File: src/rtl/pmem_arbiter_if.sv
// pmem_arbiter_if: line-sized pmem handshake shared by the I-cache, D-cache and memory sides
interface pmem_arbiter_if #(
    parameter int ADDR_W = 16,
    parameter int LINE_W = 128
);
    logic              read;
    logic              write;
    logic [ADDR_W-1:0] address;
    logic [LINE_W-1:0] wdata;
    logic              resp;
    logic [LINE_W-1:0] rdata;

    modport master (output read, write, address, wdata, input resp, rdata);
    modport slave  (input read, write, address, wdata, output resp, rdata);
endinterface

File: src/rtl/pmem_arbiter.sv
// pmem_arbiter: round-robin arbiter of I-cache and D-cache line transactions onto one pmem port
module pmem_arbiter #(
    parameter int ADDR_W   = 16,
    parameter int LINE_W   = 128,
    parameter int MAX_WAIT = 255
) (
    input  logic          clk,
    input  logic          reset_n,
    pmem_arbiter_if.slave  icache,
    pmem_arbiter_if.slave  dcache,
    pmem_arbiter_if.master pmem,
    output logic          pmem_timeout
);
    typedef enum logic [1:0] {S_IDLE, S_GRANT_I, S_GRANT_D, S_RELEASE} state_t;

    localparam int CW = $clog2(MAX_WAIT + 1);
    localparam logic [CW-1:0] W_MAX = CW'(MAX_WAIT);

    state_t        r_state;
    logic          r_last_d;
    logic [CW-1:0] r_wait_cnt;
    logic          r_timeout;

    logic w_i_req, w_d_req, w_gi, w_gd, w_own_req, w_d_rd, w_unused_i;

    assign w_i_req    = icache.read;
    assign w_d_req    = dcache.read | dcache.write;
    assign w_gi       = (r_state == S_GRANT_I);
    assign w_gd       = (r_state == S_GRANT_D);
    assign w_own_req  = w_gi ? w_i_req : w_d_req;
    // an illegal read+write from the D-cache is treated as a writeback
    assign w_d_rd     = dcache.read & ~dcache.write;
    assign w_unused_i = icache.write | (|icache.wdata);

    // arbitration, completion/abort tracking and the sticky watchdog
    always_ff @(posedge clk or negedge reset_n) begin
        if (!reset_n) begin
            r_state    <= S_IDLE;
            r_last_d   <= 1'b0;
            r_wait_cnt <= '0;
            r_timeout  <= 1'b0;
        end else begin
            case (r_state)
                S_IDLE: begin
                    r_wait_cnt <= '0;
                    if (w_i_req && (!w_d_req || r_last_d))
                        r_state <= S_GRANT_I;
                    else if (w_d_req)
                        r_state <= S_GRANT_D;
                end
                S_GRANT_I, S_GRANT_D: begin
                    if (pmem.resp) begin
                        r_state  <= S_RELEASE;
                        r_last_d <= w_gd;
                    end else begin
                        if (!w_own_req)
                            r_state <= S_IDLE;
                        if (r_wait_cnt != W_MAX)
                            r_wait_cnt <= r_wait_cnt + 1'b1;
                        if (r_wait_cnt == W_MAX - 1'b1)
                            r_timeout <= 1'b1;
                    end
                end
                default: r_state <= S_IDLE;
            endcase
        end
    end

    assign pmem.read    = w_gi ? icache.read : (w_gd & w_d_rd);
    assign pmem.write   = w_gd & dcache.write;
    assign pmem.address = w_gi ? icache.address : w_gd ? dcache.address : {ADDR_W{1'b0}};
    assign pmem.wdata   = w_gd ? dcache.wdata : {LINE_W{1'b0}};
    assign icache.resp  = w_gi & pmem.resp;
    assign icache.rdata = w_gi ? pmem.rdata : {LINE_W{1'b0}};
    assign dcache.resp  = w_gd & pmem.resp;
    assign dcache.rdata = w_gd ? pmem.rdata : {LINE_W{1'b0}};
    assign pmem_timeout = r_timeout;
endmodule

File: src/flat_wrapper.sv
// flat-port wrapper written by rule: the top's interface ports become plain ports
module pmem_arbiter_flat 
#(
    parameter int ADDR_W   = 16,
    parameter int LINE_W   = 128,
    parameter int MAX_WAIT = 255
)
  (clk, reset_n, pmem_timeout, icache_read, icache_write, icache_address, icache_wdata, icache_resp, icache_rdata, dcache_read, dcache_write, dcache_address, dcache_wdata, dcache_resp, dcache_rdata, pmem_read, pmem_write, pmem_address, pmem_wdata, pmem_resp, pmem_rdata);
  pmem_arbiter_if #(.ADDR_W(ADDR_W), .LINE_W(LINE_W)) icache_i ();
  pmem_arbiter_if #(.ADDR_W(ADDR_W), .LINE_W(LINE_W)) dcache_i ();
  pmem_arbiter_if #(.ADDR_W(ADDR_W), .LINE_W(LINE_W)) pmem_i ();
  input  logic clk;
  input  logic reset_n;
  output logic pmem_timeout;
  input wire logic [$bits(icache_i.read)-1:0] icache_read;
  input wire logic [$bits(icache_i.write)-1:0] icache_write;
  input wire logic [$bits(icache_i.address)-1:0] icache_address;
  input wire logic [$bits(icache_i.wdata)-1:0] icache_wdata;
  output wire logic [$bits(icache_i.resp)-1:0] icache_resp;
  output wire logic [$bits(icache_i.rdata)-1:0] icache_rdata;
  input wire logic [$bits(dcache_i.read)-1:0] dcache_read;
  input wire logic [$bits(dcache_i.write)-1:0] dcache_write;
  input wire logic [$bits(dcache_i.address)-1:0] dcache_address;
  input wire logic [$bits(dcache_i.wdata)-1:0] dcache_wdata;
  output wire logic [$bits(dcache_i.resp)-1:0] dcache_resp;
  output wire logic [$bits(dcache_i.rdata)-1:0] dcache_rdata;
  output wire logic [$bits(pmem_i.read)-1:0] pmem_read;
  output wire logic [$bits(pmem_i.write)-1:0] pmem_write;
  output wire logic [$bits(pmem_i.address)-1:0] pmem_address;
  output wire logic [$bits(pmem_i.wdata)-1:0] pmem_wdata;
  input wire logic [$bits(pmem_i.resp)-1:0] pmem_resp;
  input wire logic [$bits(pmem_i.rdata)-1:0] pmem_rdata;
  assign icache_i.read = icache_read;
  assign icache_i.write = icache_write;
  assign icache_i.address = icache_address;
  assign icache_i.wdata = icache_wdata;
  assign icache_resp = icache_i.resp;
  assign icache_rdata = icache_i.rdata;
  assign dcache_i.read = dcache_read;
  assign dcache_i.write = dcache_write;
  assign dcache_i.address = dcache_address;
  assign dcache_i.wdata = dcache_wdata;
  assign dcache_resp = dcache_i.resp;
  assign dcache_rdata = dcache_i.rdata;
  assign pmem_read = pmem_i.read;
  assign pmem_write = pmem_i.write;
  assign pmem_address = pmem_i.address;
  assign pmem_wdata = pmem_i.wdata;
  assign pmem_i.resp = pmem_resp;
  assign pmem_i.rdata = pmem_rdata;
  pmem_arbiter #(.ADDR_W(ADDR_W), .LINE_W(LINE_W), .MAX_WAIT(MAX_WAIT)) u_core (.clk(clk), .reset_n(reset_n), .icache(icache_i), .dcache(dcache_i), .pmem(pmem_i), .pmem_timeout(pmem_timeout));
endmodule
File: config.mk
export PLATFORM = sky130hd
export DESIGN_NAME = pmem_arbiter_flat
export DESIGN_NICKNAME = d
export VERILOG_FILES = /design/src/rtl/pmem_arbiter_if.sv /design/src/rtl/pmem_arbiter.sv /design/src/flat_wrapper.sv
export SDC_FILE = /design/constraint.sdc
export NUM_CORES = 1
export LEC_CHECK = 0
export ABC_AREA = 1
export CORE_AREA = 2 2 324 326
export CTS_CLUSTER_SIZE = 24
export DETAILED_ROUTE_END_ITERATION = 8
export DIE_AREA = 0 0 326 328
export SLEW_MARGIN = 10
export SYNTH_ARGS = -nofsm -noshare
export SYNTH_HDL_FRONTEND = slang
export SYNTH_SLANG_ARGS = --single-unit
File: constraint.sdc
create_clock -name clk -period 2.4 [get_ports clk]
set_input_delay 0.48 -clock clk [delete_from_list [all_inputs] [get_ports clk]]
set_output_delay 0.48 -clock clk [all_outputs]
set_load 0.005 [all_outputs]
==> impl_metrics.py <==
metrics = {
    "status": {
        "outcome": "finished with violations",
        "violations": "setup timing",
    },
    "final_layout": {
        "nFillCells": 11800,
        "layout-drive-gt1-share": 0.118,
        "nets": 2165,
        "syn_to_final_growth_pct": 257,
    },
    "worst_setup_path": {
        "crit_chain": "buf_6, ha_4, buf_4, buf_12, buf_8, nand2_1, inv_1, clkdlybuf4s50_1",
        "critical_path.top_delay_family": "buffers and inverters",
        "arrival_ps": 2020,
        "r2r_cells": 10,
        "worst_setup_path_end_kind": "primary output",
        "crit_start": "u_core.r_state[1]$_DFFE_PN0P_",
        "cp.depth": 8,
        "startpoint_type": "register",
        "reg2reg_from": "u_core.r_state[1]$_DFFE_PN0P_",
        "crit_type": "register to primary output",
        "slowest_delay_ps": 490,
        "critPathMaxFanout": 10,
        "worst_ep_required_time_ps": 1920,
        "worst-path-buf-inv": 6,
        "cpMaxStageDelayCell": "clkdlybuf4s50_1",
    },
    "min_path": {
        "whs_path_depth": 1,
        "worstHoldStart": "u_core.pmem_timeout$_DFFE_PN0P_",
        "min_path_type": "register to register",
    },
    "sta": {
        "setup_violations": 86,
        "post-route-period-util": 1.04,
        "rsz0062_at_grt": "yes",
        "setup_ws_ps": -99.7,
        "slew_headroom": 0.629,
        "hold_viol": 0,
        "drv_slew": 0,
        "tightest_slew_ps": 554,
        "post-route-min-period_ps": 2500,
        "fmax_mhz": 400,
        "skew_ps": 2.06,
        "finalSetupTns_ps": -4640,
    },
    "synth": {
        "yosys.area.top_type": "nand2_1",
        "yosys-top-cells-area": "nand2_1 41%, inv_1 36%, dfrtp_1 7.3%, buf_2 3.9%, nand3_1 3.2%",
        "synth_xor_area_frac": 0.00638,
        "synthesis.nets": 1403,
        "synthMuxAreaShare": 0.00273,
        "synthDominantCellAreaShare": 0.415,
        "synth_cells": 974,
        "yosys.area_share.adder": 0.0182,
        "post_synth_num_cell_types": 24,
        "synth_compound_area_frac": 0.0164,
        "netlist_area_um2": 4120,
        "synthFlopType": "dfrtp_1",
        "synth_commonest_cells": "455 x nand2_1, 396 x inv_1, 32 x buf_2",
        "synth-edff-count": 0,
        "synth_simple_gate_area_frac": 0.464,
        "syn_area_per_cell_um2": 4.23,
        "ys_ff_latch": 12,
        "ys_seq_area_frac": 0.0729,
        "synth_top_family_by_area": "simple AND/OR/NAND/NOR gates",
        "ys_warn_count": 0,
        "ys_async_sr_fraction": 1.00,
        "yosysMostFrequentCell": "nand2_1",
    },
    "pwr": {
        "p_int_uw": 6090,
        "p_total_uw": 11200,
        "seqPwrFrac": 0.026,
        "comb_power_share": 0.943,
        "power_density_nw_per_um2": 760,
        "pwr-share-clk": 0.031,
        "p_switching_uw": 5080,
        "switching_share": 0.455,
        "ir_drop_v": 0.000644,
        "leakage_uw": 0.0111,
    },
    "clock_network": {
        "cts_tree": "built",
        "numCtsBuffers": 3,
        "clock-root-buffer": "clkbuf_16",
        "cts-htree-levels": 1,
        "clk-insertion-delay-late_ps": 240,
        "cts_sinks": 12,
        "path_clk_slew_ps": 40,
        "clk_path_buf_depth": 2,
    },
    "drt": {
        "dr.pass1.iters": 5,
        "met3WireLength_um": 6890,
        "drtIter0Drc": 290,
        "postRouteAntennaNets": 0,
        "wl_um": 72300,
        "wl_met1_um": 30500,
        "vias_per_cell": 2.77,
        "highest_layer": "met5",
        "wl_per_cell_um": 23.1,
        "via_count": 8647,
        "dr_wl_met2_um": 32100,
        "drc": 0,
    },
    "floorplanning": {
        "row_count": 118,
        "pin_count": 828,
        "die_area_um2": 107000,
        "dieWidth_um": 326,
        "core-area_um2": 103000,
        "start_util": 0.0399,
        "die_h_um": 328,
    },
    "global_routing": {
        "first_global_vias": 8323,
        "grt_pass1_wl_um": 85600,
        "gr-usage-all-layers": 0.123,
        "gr-total-overflow": 0,
        "grt_max_degree": 34,
        "antenna_found_initial": 56,
    },
    "place": {
        "hpwl_um": 61200,
        "gp_congestion": 0.807,
        "port-buffer-count": 698,
    },
    "job": {
        "cap_violations": 0,
    },
}
==> power groups by stage <==
stage	clock network, uW	logic (uW)	registers, uW
final	348	10500	288
after global routing	362	11400	291
after CTS	348	9910	281
after detailed placement	0	9070	284
after global placement	0	9110	281
after floorplan	0	2860	280
==> timing repair <==
item                       in CTS  in global routing
hold buffers                    0                  0
setup buffers                  25                 32
setup endpoints to repair     326                315
gates cloned                    6                 12
pin swaps                       1                  1
gates resized for setup       160                268
==> layout make-up <==
cell class	count	area [um2]	share of cell area
Multi-Input combinational cell	514	2160	0.147
Antenna cell	8	20.0	0.00136
Sequential cell	12	300	0.0204
Clock buffer	4	88.8	0.00605
Timing Repair Buffer	806	8900	0.605
Tap cell	1380	1730	0.117
Inverter	399	1500	0.102
==> cells in the final DEF, fill, tap and decap left out, drive strengths merged, types with 2 or more instances in the layout <==
cell	synthesis	final
ha	6	6
xor2	3	3
or2	2	2
nand2	457	457
clkdlybuf4s50	0	377
dlymetal6s2s	0	169
nor2	7	7
buf	34	138
inv	398	398
nand3	27	27
dlygate4sd2	0	73
clkdlybuf4s15	0	18
clkbuf	15	34
dfrtp	12	12
diode	0	8
o21ai	9	9
==> through the flow <==
| stage | instances | hold slack, ps | instance area (um2) | utilization | worst slack (ps) |
|---|---|---|---|---|---|
| 2_1_floorplan | 974 | 184 | 4120 | - | 599 |
| 3_3_place_gp | 3042 | 473 | 13200 | 0.128 | 2.97 |
| 3_5_place_dp | 3042 | 473 | 13200 | 0.128 | -23.7 |
| 4_1_cts | 3077 | 483 | 13700 | 0.133 | -179 |
| 5_1_grt | 3117 | 526 | 14700 | 0.142 | -182 |
| 6_report | 3123 | 479 | 14700 | 0.142 | -99.7 |
==> worst paths after layout <==
| check | endpoint | slack, ps |
|---|---|---|
| max | dcache_rdata[80] | -100 |
| min | u_core.pmem_timeout$_DFFE_PN0P_ | 480 |
| max reg2reg | u_core.r_wait_cnt[1]$_DFFE_PN0P_ | 570 |
| min reg2reg | u_core.pmem_timeout$_DFFE_PN0P_ | 480 |
| max in group asynchronous | u_core.r_wait_cnt[3]$_DFFE_PN0P_ | 1440 |
| min in group asynchronous | u_core.r_wait_cnt[4]$_DFFE_PN0P_ | 600 |
==> registers in the layout, summed over array words and instances, names as in the netlist <==
register / count
u_core.r_state: 2
u_core.pmem_timeout: 1
u_core.r_last_d: 1
u_core.r_wait_cnt: 8
==> layer usage <==
metal  vias up  track usage
li1       4065            -
met1      3851        0.157
met2       557        0.200
met3       138       0.0454
met4        36       0.0176
met5         -            0
==> cells by family (layout without fill, tap and decap cells) <==
family	after synthesis	after routing
simple gates	493	493
xor+xnor	3	3
fa+ha+maj	6	6
other cells	0	8
compound gates	11	11
buf+inv	448	1209
flops	12	12
mux	1	1
Note: power is estimated with default switching activity, not from simulation.
